## src/rtl/vga_timing_gen.sv

```systemverilog
// vga_timing_gen: pixel-strobe divider plus horizontal/vertical raster
// counters. All visible outputs are registered together on the pixel strobe
// so that x/y, the sync pulses and the start markers never skew against
// each other.
module vga_timing_gen #(
  parameter int H_ACTIVE = 640,
  parameter int H_FP     = 16,
  parameter int H_SYNC   = 96,
  parameter int H_BP     = 48,
  parameter int V_ACTIVE = 480,
  parameter int V_FP     = 10,
  parameter int V_SYNC   = 2,
  parameter int V_BP     = 33,
  parameter int CLK_DIV  = 4,
  parameter bit HS_POL   = 1'b0,
  parameter bit VS_POL   = 1'b0,
  parameter int CW       = 10,
  parameter int FW       = 16
) (
  input  logic          clk,
  input  logic          reset,
  input  logic          enable,
  output logic          pix_en,
  output logic          hsync,
  output logic          vsync,
  output logic          active,
  output logic [CW-1:0] x,
  output logic [CW-1:0] y,
  output logic          line_start,
  output logic          frame_start,
  output logic [FW-1:0] frame_count
);

  localparam int H_TOTAL = H_ACTIVE + H_FP + H_SYNC + H_BP;
  localparam int V_TOTAL = V_ACTIVE + V_FP + V_SYNC + V_BP;

  // A divide-by-one still needs a one-bit counter that simply stays at zero.
  localparam int DW = (CLK_DIV > 1) ? $clog2(CLK_DIV) : 1;

  localparam logic [DW-1:0] LP_DIV_LAST = DW'(CLK_DIV - 1);

  localparam logic [CW-1:0] LP_H_LAST   = CW'(H_TOTAL - 1);
  localparam logic [CW-1:0] LP_H_ACT    = CW'(H_ACTIVE);
  localparam logic [CW-1:0] LP_HS_BEGIN = CW'(H_ACTIVE + H_FP);
  localparam logic [CW-1:0] LP_HS_END   = CW'(H_ACTIVE + H_FP + H_SYNC);

  localparam logic [CW-1:0] LP_V_LAST   = CW'(V_TOTAL - 1);
  localparam logic [CW-1:0] LP_V_ACT    = CW'(V_ACTIVE);
  localparam logic [CW-1:0] LP_VS_BEGIN = CW'(V_ACTIVE + V_FP);
  localparam logic [CW-1:0] LP_VS_END   = CW'(V_ACTIVE + V_FP + V_SYNC);

  logic [DW-1:0] r_div;
  logic [CW-1:0] r_h;
  logic [CW-1:0] r_v;

  logic          r_pix_en;
  logic          r_hsync;
  logic          r_vsync;
  logic          r_active;
  logic [CW-1:0] r_x;
  logic [CW-1:0] r_y;
  logic          r_line_start;
  logic          r_frame_start;
  logic [FW-1:0] r_frame_count;
  logic          r_first_frame;

  logic w_tick;
  logic w_h_wrap;
  logic w_v_wrap;
  logic w_origin;
  logic w_active;
  logic w_hs_on;
  logic w_vs_on;

  // The tick is the clk edge that produces the pixel strobe; counters
  // advance on it and the outputs capture the pre-advance position.
  assign w_tick   = enable && (r_div == LP_DIV_LAST);
  assign w_h_wrap = (r_h == LP_H_LAST);
  assign w_v_wrap = (r_v == LP_V_LAST);
  assign w_origin = (r_h == '0) && (r_v == '0);

  assign w_active = (r_h < LP_H_ACT) && (r_v < LP_V_ACT);
  assign w_hs_on  = (r_h >= LP_HS_BEGIN) && (r_h < LP_HS_END);
  assign w_vs_on  = (r_v >= LP_VS_BEGIN) && (r_v < LP_VS_END);

  // Clock divider and raster position; disabling parks everything at origin.
  always_ff @(posedge clk or posedge reset) begin
    if (reset) begin
      r_div <= '0;
      r_h   <= '0;
      r_v   <= '0;
    end else if (!enable) begin
      r_div <= '0;
      r_h   <= '0;
      r_v   <= '0;
    end else if (w_tick) begin
      r_div <= '0;
      if (w_h_wrap) begin
        r_h <= '0;
        r_v <= w_v_wrap ? '0 : r_v + CW'(1);
      end else begin
        r_h <= r_h + CW'(1);
      end
    end else begin
      r_div <= r_div + DW'(1);
    end
  end

  // Registered outputs: all update together on the tick and hold otherwise,
  // except the one-clk pulses which drop on the following clk.
  always_ff @(posedge clk or posedge reset) begin
    if (reset) begin
      r_pix_en      <= 1'b0;
      r_x           <= '0;
      r_y           <= '0;
      r_active      <= 1'b0;
      r_hsync       <= ~HS_POL;
      r_vsync       <= ~VS_POL;
      r_line_start  <= 1'b0;
      r_frame_start <= 1'b0;
    end else if (!enable) begin
      r_pix_en      <= 1'b0;
      r_x           <= '0;
      r_y           <= '0;
      r_active      <= 1'b0;
      r_hsync       <= ~HS_POL;
      r_vsync       <= ~VS_POL;
      r_line_start  <= 1'b0;
      r_frame_start <= 1'b0;
    end else if (w_tick) begin
      r_pix_en      <= 1'b1;
      r_x           <= r_h;
      r_y           <= r_v;
      r_active      <= w_active;
      r_hsync       <= w_hs_on ? HS_POL : ~HS_POL;
      r_vsync       <= w_vs_on ? VS_POL : ~VS_POL;
      r_line_start  <= (r_h == '0);
      r_frame_start <= w_origin;
    end else begin
      r_pix_en      <= 1'b0;
      r_line_start  <= 1'b0;
      r_frame_start <= 1'b0;
    end
  end

  // Completed-frame counter: the first frame start after reset or a
  // re-enable only arms the counter, so aborted frames are never counted.
  always_ff @(posedge clk or posedge reset) begin
    if (reset) begin
      r_frame_count <= '0;
      r_first_frame <= 1'b1;
    end else if (!enable) begin
      r_first_frame <= 1'b1;
    end else if (w_tick && w_origin) begin
      if (r_first_frame) begin
        r_first_frame <= 1'b0;
      end else begin
        r_frame_count <= r_frame_count + FW'(1);
      end
    end
  end

  assign pix_en      = r_pix_en;
  assign hsync       = r_hsync;
  assign vsync       = r_vsync;
  assign active      = r_active;
  assign x           = r_x;
  assign y           = r_y;
  assign line_start  = r_line_start;
  assign frame_start = r_frame_start;
  assign frame_count = r_frame_count;

endmodule

```

## config.mk

```make
export PLATFORM = sky130hd
export DESIGN_NAME = vga_timing_gen
export DESIGN_NICKNAME = d
export VERILOG_FILES = /design/src/rtl/vga_timing_gen.sv
export SDC_FILE = /design/constraint.sdc
export NUM_CORES = 1
export LEC_CHECK = 0
export CORE_MARGIN = 1
export CORE_UTILIZATION = 46
export CTS_BUF_LIST = sky130_fd_sc_hd__clkbuf_2
export DETAILED_ROUTE_END_ITERATION = 6
export GPL_ROUTABILITY_DRIVEN = 0
export PLACE_DENSITY = 0.69
export SKIP_CTS_REPAIR_TIMING = 1
export SLEW_MARGIN = 0
export SYNTH_ARGS = -nofsm -noshare
export SYNTH_HDL_FRONTEND = slang
export SYNTH_SLANG_ARGS = --single-unit
```

## constraint.sdc

```tcl
create_clock -name clk -period 2.95 [get_ports clk]
set_clock_uncertainty 0.05 [all_clocks]
set_input_delay 0.885 -clock clk [delete_from_list [all_inputs] [get_ports clk]]
set_output_delay 0.885 -clock clk [all_outputs]
set_load 0.05 [all_outputs]
```

# [Yosys cells after proc, flatten, opt, wreduce, memory -nomap -nowiden]
# Cells that the tools add are included.
[totals] register_bits=65 latchBits=0 ram_bits=0 romBits=0 in_bits=3 mem_count=0
[classes] add_sub_neg=4 mul=0 div=0 magnitude_cmp=6 n_eq_ne=6 n_shift=0 n_mux=29 bitwise=1 reduce_logical=10
[op_table] operator="$mux 10" n=11
[op_table] operator="$add 10x1->10 const B" n=2
[op_table] operator="$eq 10x10->1 const B" n=2
[op_table] operator="$logic_not 10->1" n=2
[op_table] operator="$lt 10x10->1 const B" n=2
[op_table] operator="$lt 10x9->1 const B" n=2
[op_table] operator="$add 16x1->16 const B" n=1
[op_table] operator="$mux 1" n=16
[op_table] operator="$ge 10x10->1 const B" n=1
[op_table] operator="$ge 10x9->1 const B" n=1
[op_table] operator="$logic_and 1x1->1" n=6
[op_table] operator="$ne 2x1->1 const B" n=3
[op_table] operator="$mux 2" n=2
[op_table] operator="$reduce_and 3->1" n=1
[op_table] operator="$add 2x1->2 const B" n=1
[op_table] operator="$eq 2x2->1 const B" n=1
[op_table] operator="$reduce_and 2->1" n=1
[op_table] operator="$not 1->1" n=1

# [Depth between registers and ports, before layout]
[logic_depth] ltp_word=5 ltp_mapped=7 mapped_depth_nobuf=7

# [Worst setup path after synthesis]
# Ideal clock, no wire load.
[synth_path] path_type="flip-flop to flip-flop" start="register r_h[0]" end="register r_frame_count[1] (netlist: frame_count[1])" setup_time_ps=125 arrival_time_ps=2257 setup_slack_ps=519 path_stages_with_launch=7 path_buffers=0 period_less_slack_ps=2431 cell_sequence="dfrtp_1 > inv_1 > ha_1 > or4b_4 > or4b_4 > nor3_4 > mux2_2"
[synth_between] elab_chain_len=4
[synth_lines] element="start, declared" line_no="53" rtl="logic [CW-1:0] r_h;"
[synth_lines] element="start signal, assigned" line_no="102" rtl="r_h <= r_h + CW'(1);"
[synth_lines] element="$logic_not 10->1" line_no="80" rtl="assign w_origin = (r_h == '0) && (r_v == '0);"
[synth_lines] element="$logic_and 1x1->1" line_no="80"
[synth_lines] element="$logic_and 1x1->1" line_no="154" rtl="end else if (w_tick && w_origin) begin"
[synth_lines] element="$reduce_and 3->1 (no line)"
[synth_lines] element="end signal, assigned" line_no="158" rtl="r_frame_count <= r_frame_count + FW'(1);"
[synth_lines] element="end, declared" line_no="64" rtl="logic [FW-1:0] r_frame_count;"
# No other way between the ends.
# A chain may end at the register's enable or synchronous reset.

# [Final worst setup path]
[layout_path] start="register r_vsync (netlist: vsync)" end="output port vsync"
[layout_rtl] element="start, declared" line_no="58" rtl="logic r_vsync;"
[layout_rtl] element="start signal, assigned" line_no="118" rtl="r_vsync <= ~VS_POL;"
[layout_rtl] element="start signal, assigned" line_no="127" rtl="r_vsync <= ~VS_POL;"
[layout_rtl] element="start signal, assigned" line_no="136" rtl="r_vsync <= w_vs_on ? VS_POL : ~VS_POL;"
[layout_rtl] element="end, declared" line_no="25" rtl="output logic vsync,"
# No word-level cell between the ends.

==> results.sh <==
export IMPL_cts_htree_levels=3
export IMPL_dp_final_hpwl_microns=4430
export IMPL_synth_seq_area_share_pct=52.3
export IMPL_initial_utilization_pct=48.3
export IMPL_cp_slowest_cell="clkdlybuf4s50_1"
export IMPL_dieArea_sq_mm=0.00711
export IMPL_post_drt_wl_per_cell_microns=14.9
export IMPL_status="finished with violations"
export IMPL_r2r_start="r_h[0]"
export IMPL_core_area_sq_mm=0.00646
export IMPL_drt_iter0_markers=91
export IMPL_grt_overflow_total=0
export IMPL_dr_total_vias=2316
export IMPL_slew_viol_final=0
export IMPL_cpPeakStageDelay_ns=0.81
export IMPL_holdCritPathClass="register to register"
export IMPL_critPathLaunchType="register"
export IMPL_placed_cells=408
export IMPL_drcViolationCount=4
export IMPL_syn_to_final_growth_pct=23.5
export IMPL_max_clock_freq_mhz=356
export IMPL_required_ns=2.02
export IMPL_grtUsageTotal_pct=20.2
export IMPL_grt_pass1_vias=2340
export IMPL_crit_buf_inv=1
export IMPL_cts_root_buf="clkbuf_2"
export IMPL_holdPathStages=1
export IMPL_fin_cells=424
export IMPL_min_to="r_div[0]"
export IMPL_async_flop_share_pct=100
export IMPL_violations="design-rule violations"
export IMPL_min_delay_start="r_div[0]"
export IMPL_rr_worst_depth=8
export IMPL_synth_seq_cells=65
export IMPL_drtPass1Iterations=6
export IMPL_finalCritPeriodShare_pct=95.3
export IMPL_drt_total_wl_microns=6320
export IMPL_path_clk_slew_ns=0.17
export IMPL_ant_nets=0
export IMPL_synth_main_ff_cell="dfrtp_1"
export IMPL_cts_tree="done"
export IMPL_die_h_microns=84.3
export IMPL_finalSetupTns_ns=0
export IMPL_cp_cell_sequence="clkdlybuf4s50_1"
export IMPL_period_minus_slack_ns=2.81
export IMPL_vias_per_cell=5.46
export IMPL_postSynthAreaPerCell_sq_um=10.7
export IMPL_grt_pass1_wl_microns=11100
export IMPL_setup_violations=0
export IMPL_maxCapViolCount=0
export IMPL_cts_sink_count=65
export IMPL_n_antenna_cell=0
export IMPL_antenna_found_initial=0
export IMPL_worstMarginPinSlew_ns=0.517
export IMPL_end_kind="output port"
export IMPL_fin_nets=351
export IMPL_synthCells=291
export IMPL_p_per_area_mw_per_mm2=463
export IMPL_p_total_w=0.00178
export IMPL_io_pins=45
export IMPL_cp_arrival_ns=1.88
export IMPL_clockBufferDepth=2
export IMPL_cp_max_fo=2
export IMPL_synth_cell_types=44
export IMPL_leakagePower_nw=1.65
export IMPL_synth_nets=300
export IMPL_yosys_warnings=0
export IMPL_io_buffers=44
export IMPL_path_class="register to output port"
export IMPL_relSlewSlack_pct=65.4
export IMPL_crit_family="buffers and inverters"
export IMPL_fill_cells=561
export IMPL_rsz0062_at_grt="false"
export IMPL_ir_drop_v=0.000312
export IMPL_r2r_end="frame_count[8]"
export IMPL_grt_max_degree=29
export IMPL_die_x_microns=84.3
export IMPL_syn_area_sq_mm=0.00312
export IMPL_num_rows=29
export IMPL_cts_buffers=9
export IMPL_hold_violations=0
export IMPL_drive_gt1_share_pct=9.80
export IMPL_clock_latency_ns=0.51
export IMPL_synth_edff_count=0
export IMPL_ff2ff_setup_slack_ns=0.45
cell type report:
type / instances / area [sq um] / share of cell area, %
Timing Repair Buffer: 53 / 520 / 13.5
Multi-Input combinational cell: 207 / 1410 / 36.5
Clock buffer: 9 / 45.0 / 1.17
Tap cell: 77 / 96.3 / 2.50
Inverter: 6 / 22.5 / 0.585
Clock inverter: 7 / 133 / 3.44
Sequential cell: 65 / 1630 / 42.3
layout by cell type (no fill, tap or decap), drive strengths merged, types with 2 or more instances in the layout:
cell           netlist  layout
nor4                 4       4
a21oi                2       2
inv                  6       6
or4b                 2       2
clkinv               0       3
xnor2               11      11
and3                 3       3
nor3                11      11
nor2b               24      24
nor2                19      19
o21a                 2       2
buf                  5       9
clkdlybuf4s50        0      44
a31oi                2       2
xor2                16      16
o31ai                2       2
ha                   6       6
clkbuf               8       9
nand2               15      15
nand3               19      19
mux2i               20      20
bufinv               0       4
and2                10      10
o21ai                9       9
nand2b               2       2
dfstp                3       3
nand4               12      12
or3                  5       5
dfrtp               62      62
logic make-up (layout without fill, tap and decap cells):
kind of cell,after synthesis,after routing,synth area share [%]
AND/OR/NAND/NOR,134,134,24.5
multiplexers,21,21,6.78
adder cells (fa/ha/maj),6,6,2.41
AO/OA/AOI/OAI,19,19,3.77
XOR/XNOR,27,27,7.58
flip-flops,65,65,52.3
buffers and inverters,19,75,2.69
state kept, by name (all words and copies together), names as in the netlist:
signal	flops
frame_count	16
r_h	10
r_v	10
x	10
y	10
r_div	2
active	1
frame_start	1
hsync	1
line_start	1
pix_en	1
r_first_frame	1
vsync	1
worst max-delay path by stage:
stage          startpoint               to  slack [ns]  cells after the start
2_1_floorplan       reset           active        0.39                      1
3_3_place_gp       enable   frame_count[9]        0.13                      7
3_5_place_dp       enable  frame_count[14]        0.08                      7
4_1_cts             vsync            vsync         0.1                      1
5_1_grt             vsync            vsync        0.05                      1
6_report            vsync            vsync        0.14                      1
cells in the mapped netlist, drive strengths merged (2+ instances only):
| library cell | instances | area [sq um] |
|---|---|---|
| nand3 | 19 | 95.1 |
| or3 | 5 | 36.3 |
| nor2b | 24 | 150 |
| nand2 | 15 | 56.3 |
| buf | 5 | 31.3 |
| nand2b | 2 | 12.5 |
| and3 | 3 | 18.8 |
| a31oi | 2 | 12.5 |
| xnor2 | 11 | 96.3 |
| and2 | 10 | 62.6 |
| clkbuf | 8 | 30.0 |
| a21oi | 2 | 10.0 |
| nand4 | 12 | 75.1 |
| dfstp | 3 | 78.8 |
| o31ai | 2 | 20.0 |
| o21a | 2 | 15.0 |
| o21ai | 9 | 45.0 |
| mux2i | 20 | 200 |
| dfrtp | 62 | 1550 |
| nor2 | 19 | 71.3 |
| xor2 | 16 | 140 |
| inv | 6 | 22.5 |
| or4b | 2 | 27.5 |
| nor4 | 4 | 25.0 |
| ha | 6 | 75.1 |
| nor3 | 11 | 66.3 |
per-layer routing:
metal	GRT usage (%)	up-vias	wire, microns
met1	26.1	1144	2940
met4	8.17	0	95
li1	-	1103	-
met5	0	-	0
met2	32.7	58	3000
met3	5.21	11	289
per-stage QoR:
step,worst slack (ns),instance area [sq um],hold slack [ns],utilization (%)
after floorplan,0.394,3120,0.360,-
after global routing,0.0466,3850,0.431,59.6
after CTS,0.0990,3850,0.398,59.6
after detailed placement,0.0835,3670,0.377,56.9
after global placement,0.129,3670,0.373,56.9
final,0.139,3850,0.393,59.6
power by group:
group / leakage, nW / internal, W / switching [W]
sequential: 0.895 / 0.000902 / 0.00000558
combinational: 0.659 / 0.0000407 / 0.0000687
clock: 0.101 / 0.000444 / 0.000322
total: 1.65 / 0.00139 / 0.000396
(Power assumes the default switching activity.)
